## src/rtl/muldiv_pkg.sv

```systemverilog
// Shared definitions for the iterative multiply/divide unit: operation
// encodings, controller states and the divide-by-zero LO fill value.
package muldiv_pkg;

  typedef enum logic [1:0] {
    OP_MULTU = 2'b00,
    OP_MULT  = 2'b01,
    OP_DIVU  = 2'b10,
    OP_DIV   = 2'b11
  } op_e;

  typedef enum logic [1:0] {
    ST_IDLE = 2'b00,
    ST_CALC = 2'b01,
    ST_FIX  = 2'b10
  } state_e;

  // LO on divide by zero; sliced down to the operand width by the user.
  localparam logic [63:0] DBZ_LO = '1;

endpackage

```

## src/rtl/muldiv_sign_fix.sv

```systemverilog
// Combinational sign correction applied to the unsigned magnitude result.
// Multiply: negate the full double-width product when operand signs differ.
// Divide: negate the quotient when signs differ; remainder follows dividend.
module muldiv_sign_fix
  import muldiv_pkg::*;
#(
  parameter int WIDTH = 32
) (
  input  logic [1:0]       op_i,
  input  logic             sign_a_i,
  input  logic             sign_b_i,
  input  logic [WIDTH-1:0] hi_raw_i,
  input  logic [WIDTH-1:0] lo_raw_i,
  output logic [WIDTH-1:0] hi_fix_o,
  output logic [WIDTH-1:0] lo_fix_o
);

  logic [2*WIDTH-1:0] prod;

  // Select the negated form of whichever halves the signed op requires.
  always_comb begin
    hi_fix_o = hi_raw_i;
    lo_fix_o = lo_raw_i;
    prod     = {hi_raw_i, lo_raw_i};
    case (op_e'(op_i))
      OP_MULT: begin
        if (sign_a_i ^ sign_b_i) {hi_fix_o, lo_fix_o} = -prod;
      end
      OP_DIV: begin
        if (sign_a_i ^ sign_b_i) lo_fix_o = -lo_raw_i;
        if (sign_a_i)            hi_fix_o = -hi_raw_i;
      end
      default: ;
    endcase
  end

endmodule

```

## src/rtl/muldiv_unit.sv

```systemverilog
// Iterative radix-2 multiply / restoring divide with architectural HI/LO.
// Build option: MULDIV_SIGNED_EN enables mult/div (signed) handling; without
// it op[0] is ignored and every operation is unsigned (FIX is a pass-through).
//
//   state   | meaning
//   --------+-----------------------------------------------------------
//   ST_IDLE | waiting for start; mthi/mtlo writes accepted
//   ST_CALC | one shift-add or restoring-divide step per cycle
//   ST_FIX  | sign correction, HI/LO commit, done pulse on exit
module muldiv_unit
  import muldiv_pkg::*;
#(
  parameter int WIDTH = 32
) (
  input  logic             clk,
  input  logic             reset_n,
  input  logic             start,
  input  logic [1:0]       op,
  input  logic [WIDTH-1:0] a,
  input  logic [WIDTH-1:0] b,
  input  logic             flush,
  input  logic             hi_we,
  input  logic             lo_we,
  input  logic [WIDTH-1:0] wdata,
  output logic             busy,
  output logic             done,
  output logic             div_by_zero,
  output logic [WIDTH-1:0] hi,
  output logic [WIDTH-1:0] lo
);

  localparam int CNT_W = $clog2(WIDTH) + 1;

  state_e           state_q, state_d;
  logic [CNT_W-1:0] cnt_q, cnt_d;
  logic             is_div_q, is_div_d;
  logic             dbz_q, dbz_d;
  logic             done_q, done_d;
  logic             dbz_out_q, dbz_out_d;
  logic [WIDTH-1:0] opnd_q, opnd_d;
  logic [WIDTH-1:0] acc_hi_q, acc_hi_d;
  logic [WIDTH-1:0] acc_lo_q, acc_lo_d;
  logic [WIDTH-1:0] hi_q, hi_d;
  logic [WIDTH-1:0] lo_q, lo_d;

  logic [WIDTH-1:0] abs_a, abs_b;
  logic [WIDTH-1:0] fix_hi, fix_lo;
  logic [WIDTH:0]   mul_sum, div_shift, div_diff;

`ifdef MULDIV_SIGNED_EN
  logic       sa, sb;
  logic       sign_a_q, sign_b_q;
  logic [1:0] op_q;

  assign sa    = op[0] & a[WIDTH-1];
  assign sb    = op[0] & b[WIDTH-1];
  assign abs_a = sa ? -a : a;
  assign abs_b = sb ? -b : b;

  // Operation and operand signs are captured with the operands at start.
  always_ff @(posedge clk or negedge reset_n) begin
    if (!reset_n) begin
      op_q     <= 2'b00;
      sign_a_q <= 1'b0;
      sign_b_q <= 1'b0;
    end else if (state_q == ST_IDLE && start) begin
      op_q     <= op;
      sign_a_q <= sa;
      sign_b_q <= sb;
    end
  end

  muldiv_sign_fix #(.WIDTH(WIDTH)) u_sign_fix (
    .op_i     (op_q),
    .sign_a_i (sign_a_q),
    .sign_b_i (sign_b_q),
    .hi_raw_i (acc_hi_q),
    .lo_raw_i (acc_lo_q),
    .hi_fix_o (fix_hi),
    .lo_fix_o (fix_lo)
  );
`else
  logic unused_op0;

  assign unused_op0 = op[0];
  assign abs_a      = a;
  assign abs_b      = b;
  assign fix_hi     = acc_hi_q;
  assign fix_lo     = acc_lo_q;
`endif

  // Next-state, datapath step and HI/LO update; hold everything by default.
  always_comb begin
    state_d   = state_q;
    cnt_d     = cnt_q;
    is_div_d  = is_div_q;
    dbz_d     = dbz_q;
    opnd_d    = opnd_q;
    acc_hi_d  = acc_hi_q;
    acc_lo_d  = acc_lo_q;
    hi_d      = hi_q;
    lo_d      = lo_q;
    done_d    = 1'b0;
    dbz_out_d = 1'b0;
    mul_sum   = {1'b0, acc_hi_q} + (acc_lo_q[0] ? {1'b0, opnd_q} : '0);
    div_shift = {acc_hi_q, acc_lo_q[WIDTH-1]};
    div_diff  = div_shift - {1'b0, opnd_q};
    case (state_q)
      ST_IDLE: begin
        if (start) begin
          is_div_d = op[1];
          cnt_d    = CNT_W'(WIDTH);
          acc_hi_d = '0;
          opnd_d   = op[1] ? abs_b : abs_a;
          acc_lo_d = op[1] ? abs_a : abs_b;
          dbz_d    = op[1] && (b == '0);
          if (op[1] && (b == '0)) begin
            // Raw dividend goes straight to HI; no iterations needed.
            acc_hi_d = a;
            acc_lo_d = DBZ_LO[WIDTH-1:0];
            state_d  = ST_FIX;
          end else begin
            state_d = ST_CALC;
          end
        end else begin
          if (hi_we) hi_d = wdata;
          if (lo_we) lo_d = wdata;
        end
      end
      ST_CALC: begin
        if (flush) begin
          state_d = ST_IDLE;
        end else begin
          cnt_d = cnt_q - CNT_W'(1);
          if (is_div_q) begin
            acc_hi_d = div_diff[WIDTH] ? div_shift[WIDTH-1:0] : div_diff[WIDTH-1:0];
            acc_lo_d = {acc_lo_q[WIDTH-2:0], ~div_diff[WIDTH]};
          end else begin
            acc_hi_d = mul_sum[WIDTH:1];
            acc_lo_d = {mul_sum[0], acc_lo_q[WIDTH-1:1]};
          end
          if (cnt_q == CNT_W'(1)) state_d = ST_FIX;
        end
      end
      ST_FIX: begin
        state_d = ST_IDLE;
        if (!flush) begin
          hi_d      = dbz_q ? acc_hi_q : fix_hi;
          lo_d      = dbz_q ? acc_lo_q : fix_lo;
          done_d    = 1'b1;
          dbz_out_d = dbz_q;
        end
      end
      default: state_d = ST_IDLE;
    endcase
  end

  // State and datapath registers; reset aborts any operation at once.
  always_ff @(posedge clk or negedge reset_n) begin
    if (!reset_n) begin
      state_q   <= ST_IDLE;
      cnt_q     <= '0;
      is_div_q  <= 1'b0;
      dbz_q     <= 1'b0;
      done_q    <= 1'b0;
      dbz_out_q <= 1'b0;
      opnd_q    <= '0;
      acc_hi_q  <= '0;
      acc_lo_q  <= '0;
      hi_q      <= '0;
      lo_q      <= '0;
    end else begin
      state_q   <= state_d;
      cnt_q     <= cnt_d;
      is_div_q  <= is_div_d;
      dbz_q     <= dbz_d;
      done_q    <= done_d;
      dbz_out_q <= dbz_out_d;
      opnd_q    <= opnd_d;
      acc_hi_q  <= acc_hi_d;
      acc_lo_q  <= acc_lo_d;
      hi_q      <= hi_d;
      lo_q      <= lo_d;
    end
  end

  assign busy        = (state_q != ST_IDLE);
  assign done        = done_q;
  assign div_by_zero = dbz_out_q;
  assign hi          = hi_q;
  assign lo          = lo_q;

endmodule

```

## config.mk

```make
export PLATFORM = sky130hd
export DESIGN_NAME = muldiv_unit
export DESIGN_NICKNAME = d
export VERILOG_FILES = /design/src/rtl/muldiv_pkg.sv /design/src/rtl/muldiv_sign_fix.sv /design/src/rtl/muldiv_unit.sv
export SDC_FILE = /design/constraint.sdc
export NUM_CORES = 1
export LEC_CHECK = 0
export CORE_ASPECT_RATIO = 0.5
export CORE_MARGIN = 2
export CORE_UTILIZATION = 40
export DETAILED_ROUTE_END_ITERATION = 6
export GPL_ROUTABILITY_DRIVEN = 0
export SLEW_MARGIN = 20
export SYNTH_ARGS = -nofsm -noshare
export SYNTH_HDL_FRONTEND = slang
export SYNTH_SLANG_ARGS = --single-unit
```

## constraint.sdc

```tcl
create_clock -name clk -period 4.29 [get_ports clk]
set_clock_uncertainty 0.2 [all_clocks]
set_input_delay 0.858 -clock clk [delete_from_list [all_inputs] [get_ports clk]]
set_output_delay 0.858 -clock clk [all_outputs]
set_load 0.1 [all_outputs]
```

## Yosys cells after proc, flatten, opt, wreduce, memory -nomap -nowiden

Index checks and enable logic that the tools add are counted.

- Bitwise operators: 1
- Multiplexer cells: 34
- Reductions and logical operators: 11
- Equality and inequality tests: 10
- $add $sub $neg: 3

Operators by type and width:

| operator | count |
|---|---|
| 2-to-1 mux 32 bit | 18 |
| one-hot mux 32 bit (2 select lines) | 4 |
| adder 32 x 32 -> 33 bit | 1 |
| subtractor 33 x 32 -> 33 bit | 1 |
| logical NOT 32 bit | 1 |
| 2-to-1 mux 6 bit | 2 |
| inequality test 2 bit, second input constant | 6 |
| one-hot mux 6 bit (2 select lines) | 1 |
| 2-to-1 mux 2 bit | 4 |
| AND reduction 4 bit | 2 |
| equality test 6 x 1 -> 1 bit, second input constant | 1 |
| nonzero test 2 bit | 3 |
| subtractor 6 x 1 -> 6 bit, second input constant | 1 |
| 2-to-1 mux 1 bit | 4 |
| one-hot mux 2 bit (2 select lines) | 1 |
| AND reduction 2 bit | 2 |
| inequality test 3 bit, second input constant | 1 |
| AND reduction 3 bit | 1 |
| equality test 2 x 1 -> 1 bit, second input constant | 1 |
| equality test 2 bit, second input constant | 1 |
| logical NOT 2 bit | 1 |
| logical AND 1 bit | 1 |
| NOT 1 bit | 1 |

- Register bits after elaboration: 172
- Word-level logic and storage cells: 70
- Output and inout port bits: 67
- Input port bits: 104

## Logic depth before layout (Yosys ltp)

- Depth after elaboration: 5
- Gate-level depth with buffers: 13
- Gate-level depth less buffers: 12

## Worst setup path before layout

Ideal clock, no wire load.

- Path kind: register to register
- Start point: reg acc_lo_q[0]
- End point: reg acc_hi_q[27]
- Path buffers: 0
- Arrival time: 2.999 ns
- Cell stages (with the launch flop): 13
- Clock period less this slack: 3.340 ns
- Required time: 3.948 ns
- Setup time: 0.142 ns
- Setup slack: 0.950 ns
- Path through: dfrtp_1 -> and2_1 -> ha_1 -> fa_1 -> a211oi_2 -> o21ai_1 -> a211oi_2 -> o31ai_2 -> a311oi_2 -> o21bai_2 -> or3b_1 -> a31oi_1 -> a211oi_1

- Cells in the longest elaborated chain, start to end: 5

RTL lines:

| item | line | source |
|---|---|---|
| from (decl) | muldiv_unit.sv:42 | `logic [WIDTH-1:0] acc_lo_q, acc_lo_d;` |
| from (signal assigned) | muldiv_unit.sv:181 | `acc_lo_q <= acc_lo_d;` |
| 2-to-1 mux 32 bit | muldiv_unit.sv:105 | `mul_sum = {1'b0, acc_hi_q} + (acc_lo_q[0] ? {1'b0, opnd_q} : '0);` |
| adder 32 x 32 -> 33 bit | muldiv_unit.sv:105 |  |
| 2-to-1 mux 32 bit | muldiv_unit.sv:135 | `if (is_div_q) begin` |
| 2-to-1 mux 32 bit | muldiv_unit.sv:131 | `if (flush) begin` |
| one-hot mux 32 bit (2 select lines) | muldiv_unit.sv:108 | `case (state_q)` |
| to (signal assigned) | muldiv_unit.sv:180 | `acc_hi_q <= acc_hi_d;` |
| to (decl) | muldiv_unit.sv:41 | `logic [WIDTH-1:0] acc_hi_q, acc_hi_d;` |

Every way passes these cells. The select of a mux whose other input is x is not followed.
A chain may end at the register's enable or synchronous reset.

## Final worst setup path

- Start point: reg opnd_q[0]
- End point: reg acc_hi_q[25]

- Cells in the longest elaborated chain, start to end: 5
- Elaborated cells on any way between the ends: 7
- Those cells by class: add/sub (2); mux (5)

RTL lines:

| item | line | source |
|---|---|---|
| from (decl) | muldiv_unit.sv:40 | `logic [WIDTH-1:0] opnd_q, opnd_d;` |
| from (signal assigned) | muldiv_unit.sv:179 | `opnd_q <= opnd_d;` |
| subtractor 33 x 32 -> 33 bit / 2-to-1 mux 32 bit (equally long branches) | muldiv_unit.sv:107, muldiv_unit.sv:105 |  |
| 2-to-1 mux 32 bit / adder 32 x 32 -> 33 bit (equally long branches) | muldiv_unit.sv:136, muldiv_unit.sv:105 |  |
| 2-to-1 mux 32 bit (*) | muldiv_unit.sv:135 |  |
| 2-to-1 mux 32 bit (*) | muldiv_unit.sv:131 |  |
| one-hot mux 32 bit (2 select lines) (*) | muldiv_unit.sv:108 |  |

Every way passes the cells marked *; elsewhere a longest branch is shown, timed or not. The select of a mux whose other input is x is not followed.

==> summary.txt <==
Status = completed
Avg Cell Area, Syn = 8.051 µm²
Post-synth EDFFs = 0
Buffers on Ports = 169
Worst Path Arrival = 4.06 ns
Post-layout util = 49.89%
Final net count = 1907
Total Power = 13570 µW
CTS tree = built
Slew HR = 28.55%
Post-synthesis cell count = 1609
Min Clock Period, post-route = 3.916 ns
Area contributors post-synth = dfrtp_1, a21oi_1, ha_1
Root buffer cell = clkbuf_16
Syn. warnings = 0
Synth Register Bits = 172
Layout cells sized above 1 = 7.666%
Effective utilization at floorplan = 40.77%
Detailed Route Iter0 Violations = 1390
# H-tree levels = 4
First-pass GRT wire length = 73550 µm
Clock-pin slew on the worst setup and hold paths = 0.07 ns
TritonCTS Buffers = 17
Seq/Total Area, Yosys = 33.23%
CP Data Required Time = 4.44 ns
Die extent in y = 131.3 µm
Worst-skew pair later-pin latency = 0.46 ns
Initial antenna violation count = 3
Overflow after GRT = 0
Vias in the first global route = 12240
Die X = 258.5 µm
Worst Setup Start Kind = register
Ports = 171
Slew Limit Fails = 0
Worst ir drop on vdd = 0.0005242 V
Synth top area share = 33.23%
Remaining DRCs = 0
Terminus of the critical flop-to-flop path = acc_hi_q[25]
Yosys top cell by area = dfrtp_1
Worst setup EP type = register
Post-CTS Hold Buffers = 0
Max-cap viol count = 0
Vias after detailed routing = 13040
Num rows = 46
WL per Instance = 22.15 µm
Post-CTS Setup Inserts = 0
Die ar. = 33930 µm²
Prevailing post-synth register cell = dfrtp_1
Core area = 31770 µm²
Met3 WL post-DR = 4821 µm
Final period utilization = 91.29%
Highest Signal Layer = met4
RSZ-0062 raised after global routing = no
Worst reg2reg startpoint = opnd_q[0]
Fmax = 255.3 MHz
CP Max Fanout = 4
Cts repair resizes = 0
Clock sink count = 172
Worst slew pin tran = 1.068 ns
Count leader, synth = a21oi_1
Hpwl dp = 36380 µm
Static leakage = 0.006847 µW
Final Hold Fails = 0
Final WL = 48310 µm
Via/cell ratio = 5.978
Routed met1 length = 22520 µm
PD cells = 856.2 nW/µm²
Worst Reg2Reg Path Length in Cells = 13
Register-to-register setup slack = 0.37 ns
Router iterations before antenna repair = 6
Post-route ant nets = 0
Setup TNS = 0 ns
GRT Overall Usage = 28.12%
Cell area after synthesis = 12950 µm²
Clk buf depth = 2
Post-synth ARST share = 100.0%
Worst Setup Path Type = reg2reg
Min-Delay Path Class = in2async
Final setup vio count = 0
Largest net degree at the start of global routing = 76
Commonest cells in the netlist = a21oi_1, dfrtp_1, nand2_1
Synth-to-Final Area Change = 22.35%
Post-Syn Nets = 1781
Routed wl met2 = 20130 µm
Synth cell types = 77
cells by family after synthesis:
family                     count (synthesis)  share of synthesized area, %
and+or+nand+nor                          498                         17.95
muxes                                    103                         8.258
buffers and inverters                    151                         4.520
adders and majority gates                 68                         6.684
DFF                                      172                         33.23
AOI/OAI and AO/OA                        566                         25.92
xor gates and xnor gates                  51                         3.448
worst max-delay path, stage by stage, from the launching register on:
cell	delay [ns]
dfrtp_1	0.40
and2_1	0.17
ha_1	0.22
fa_1	0.46
a211oi_2	0.29
o21ai_1	0.16
a211oi_2	0.37
o31ai_2	0.22
a311oi_2	0.32
buf_4	0.20
o21bai_1	0.09
xnor2_1	0.31
o31ai_1	0.10
o31a_1	0.26
registers in the layout (all words and copies together), names as in the netlist:
| name | cells |
|---|---|
| hi | 32 |
| cnt_q | 6 |
| dbz_q | 1 |
| acc_lo_q | 32 |
| done | 1 |
| state_q | 2 |
| is_div_q | 1 |
| lo | 32 |
| opnd_q | 32 |
| acc_hi_q | 32 |
| div_by_zero | 1 |
metal layers:
metal,global-route usage (%),vias to the layer above
met5,0,-
met4,6.551,0
met3,7.041,68
met2,39.84,622
met1,42.36,6328
li1,-,6020
final cells by class:
type	instances	area, µm²
antenna	1	2.502
multi-input combinational	1286	8117
fill	3031	15920
clock buffer	18	429.2
inverter	49	185.2
clock inverter	14	206.4
timing repair buffer	209	2063
tap	432	540.5
sequential	172	4305
cells in the final DEF (no fill, tap or decap), types with 47 or more instances in the layout:
cell | synthesis | routed
o21ai_0 | 100 | 100
a21oi_1 | 255 | 253
nand2_1 | 171 | 170
clkdlybuf4s50_1 | 0 | 166
and2_1 | 78 | 78
inv_1 | 47 | 47
ha_1 | 66 | 66
mux2i_1 | 72 | 72
dfrtp_1 | 172 | 171
nor2_1 | 138 | 137
report_power, final:
part           internal, µW  total, µW  switching, µW
Sequential             2240       3180            936
Clock                   990       1740            753
Combinational          3010       8650           5630
worst max path at each step:
stage                 from            to  cells past startpoint
5_1_grt          opnd_q[0]  acc_hi_q[25]                     13
4_1_cts          opnd_q[0]  acc_hi_q[25]                     13
6_report         opnd_q[0]  acc_hi_q[25]                     13
3_5_place_dp     opnd_q[0]  acc_hi_q[25]                     13
3_3_place_gp     opnd_q[0]  acc_hi_q[25]                     13
2_1_floorplan  acc_lo_q[0]  acc_hi_q[27]                     12
stage by stage:
step	worst slack [ns]	area (µm²)	hold WS (ns)	std cells
after floorplan	0.9498	12950	0.2304	1609
after global placement	0.5127	15210	0.2905	2148
after detailed placement	0.5037	15210	0.2938	2148
after CTS	0.4393	15850	0.2610	2180
after global routing	0.2587	15850	0.2906	2181
final	0.3737	15850	0.2422	2181
No activity file was read; power rests on OpenSTA's default activity.
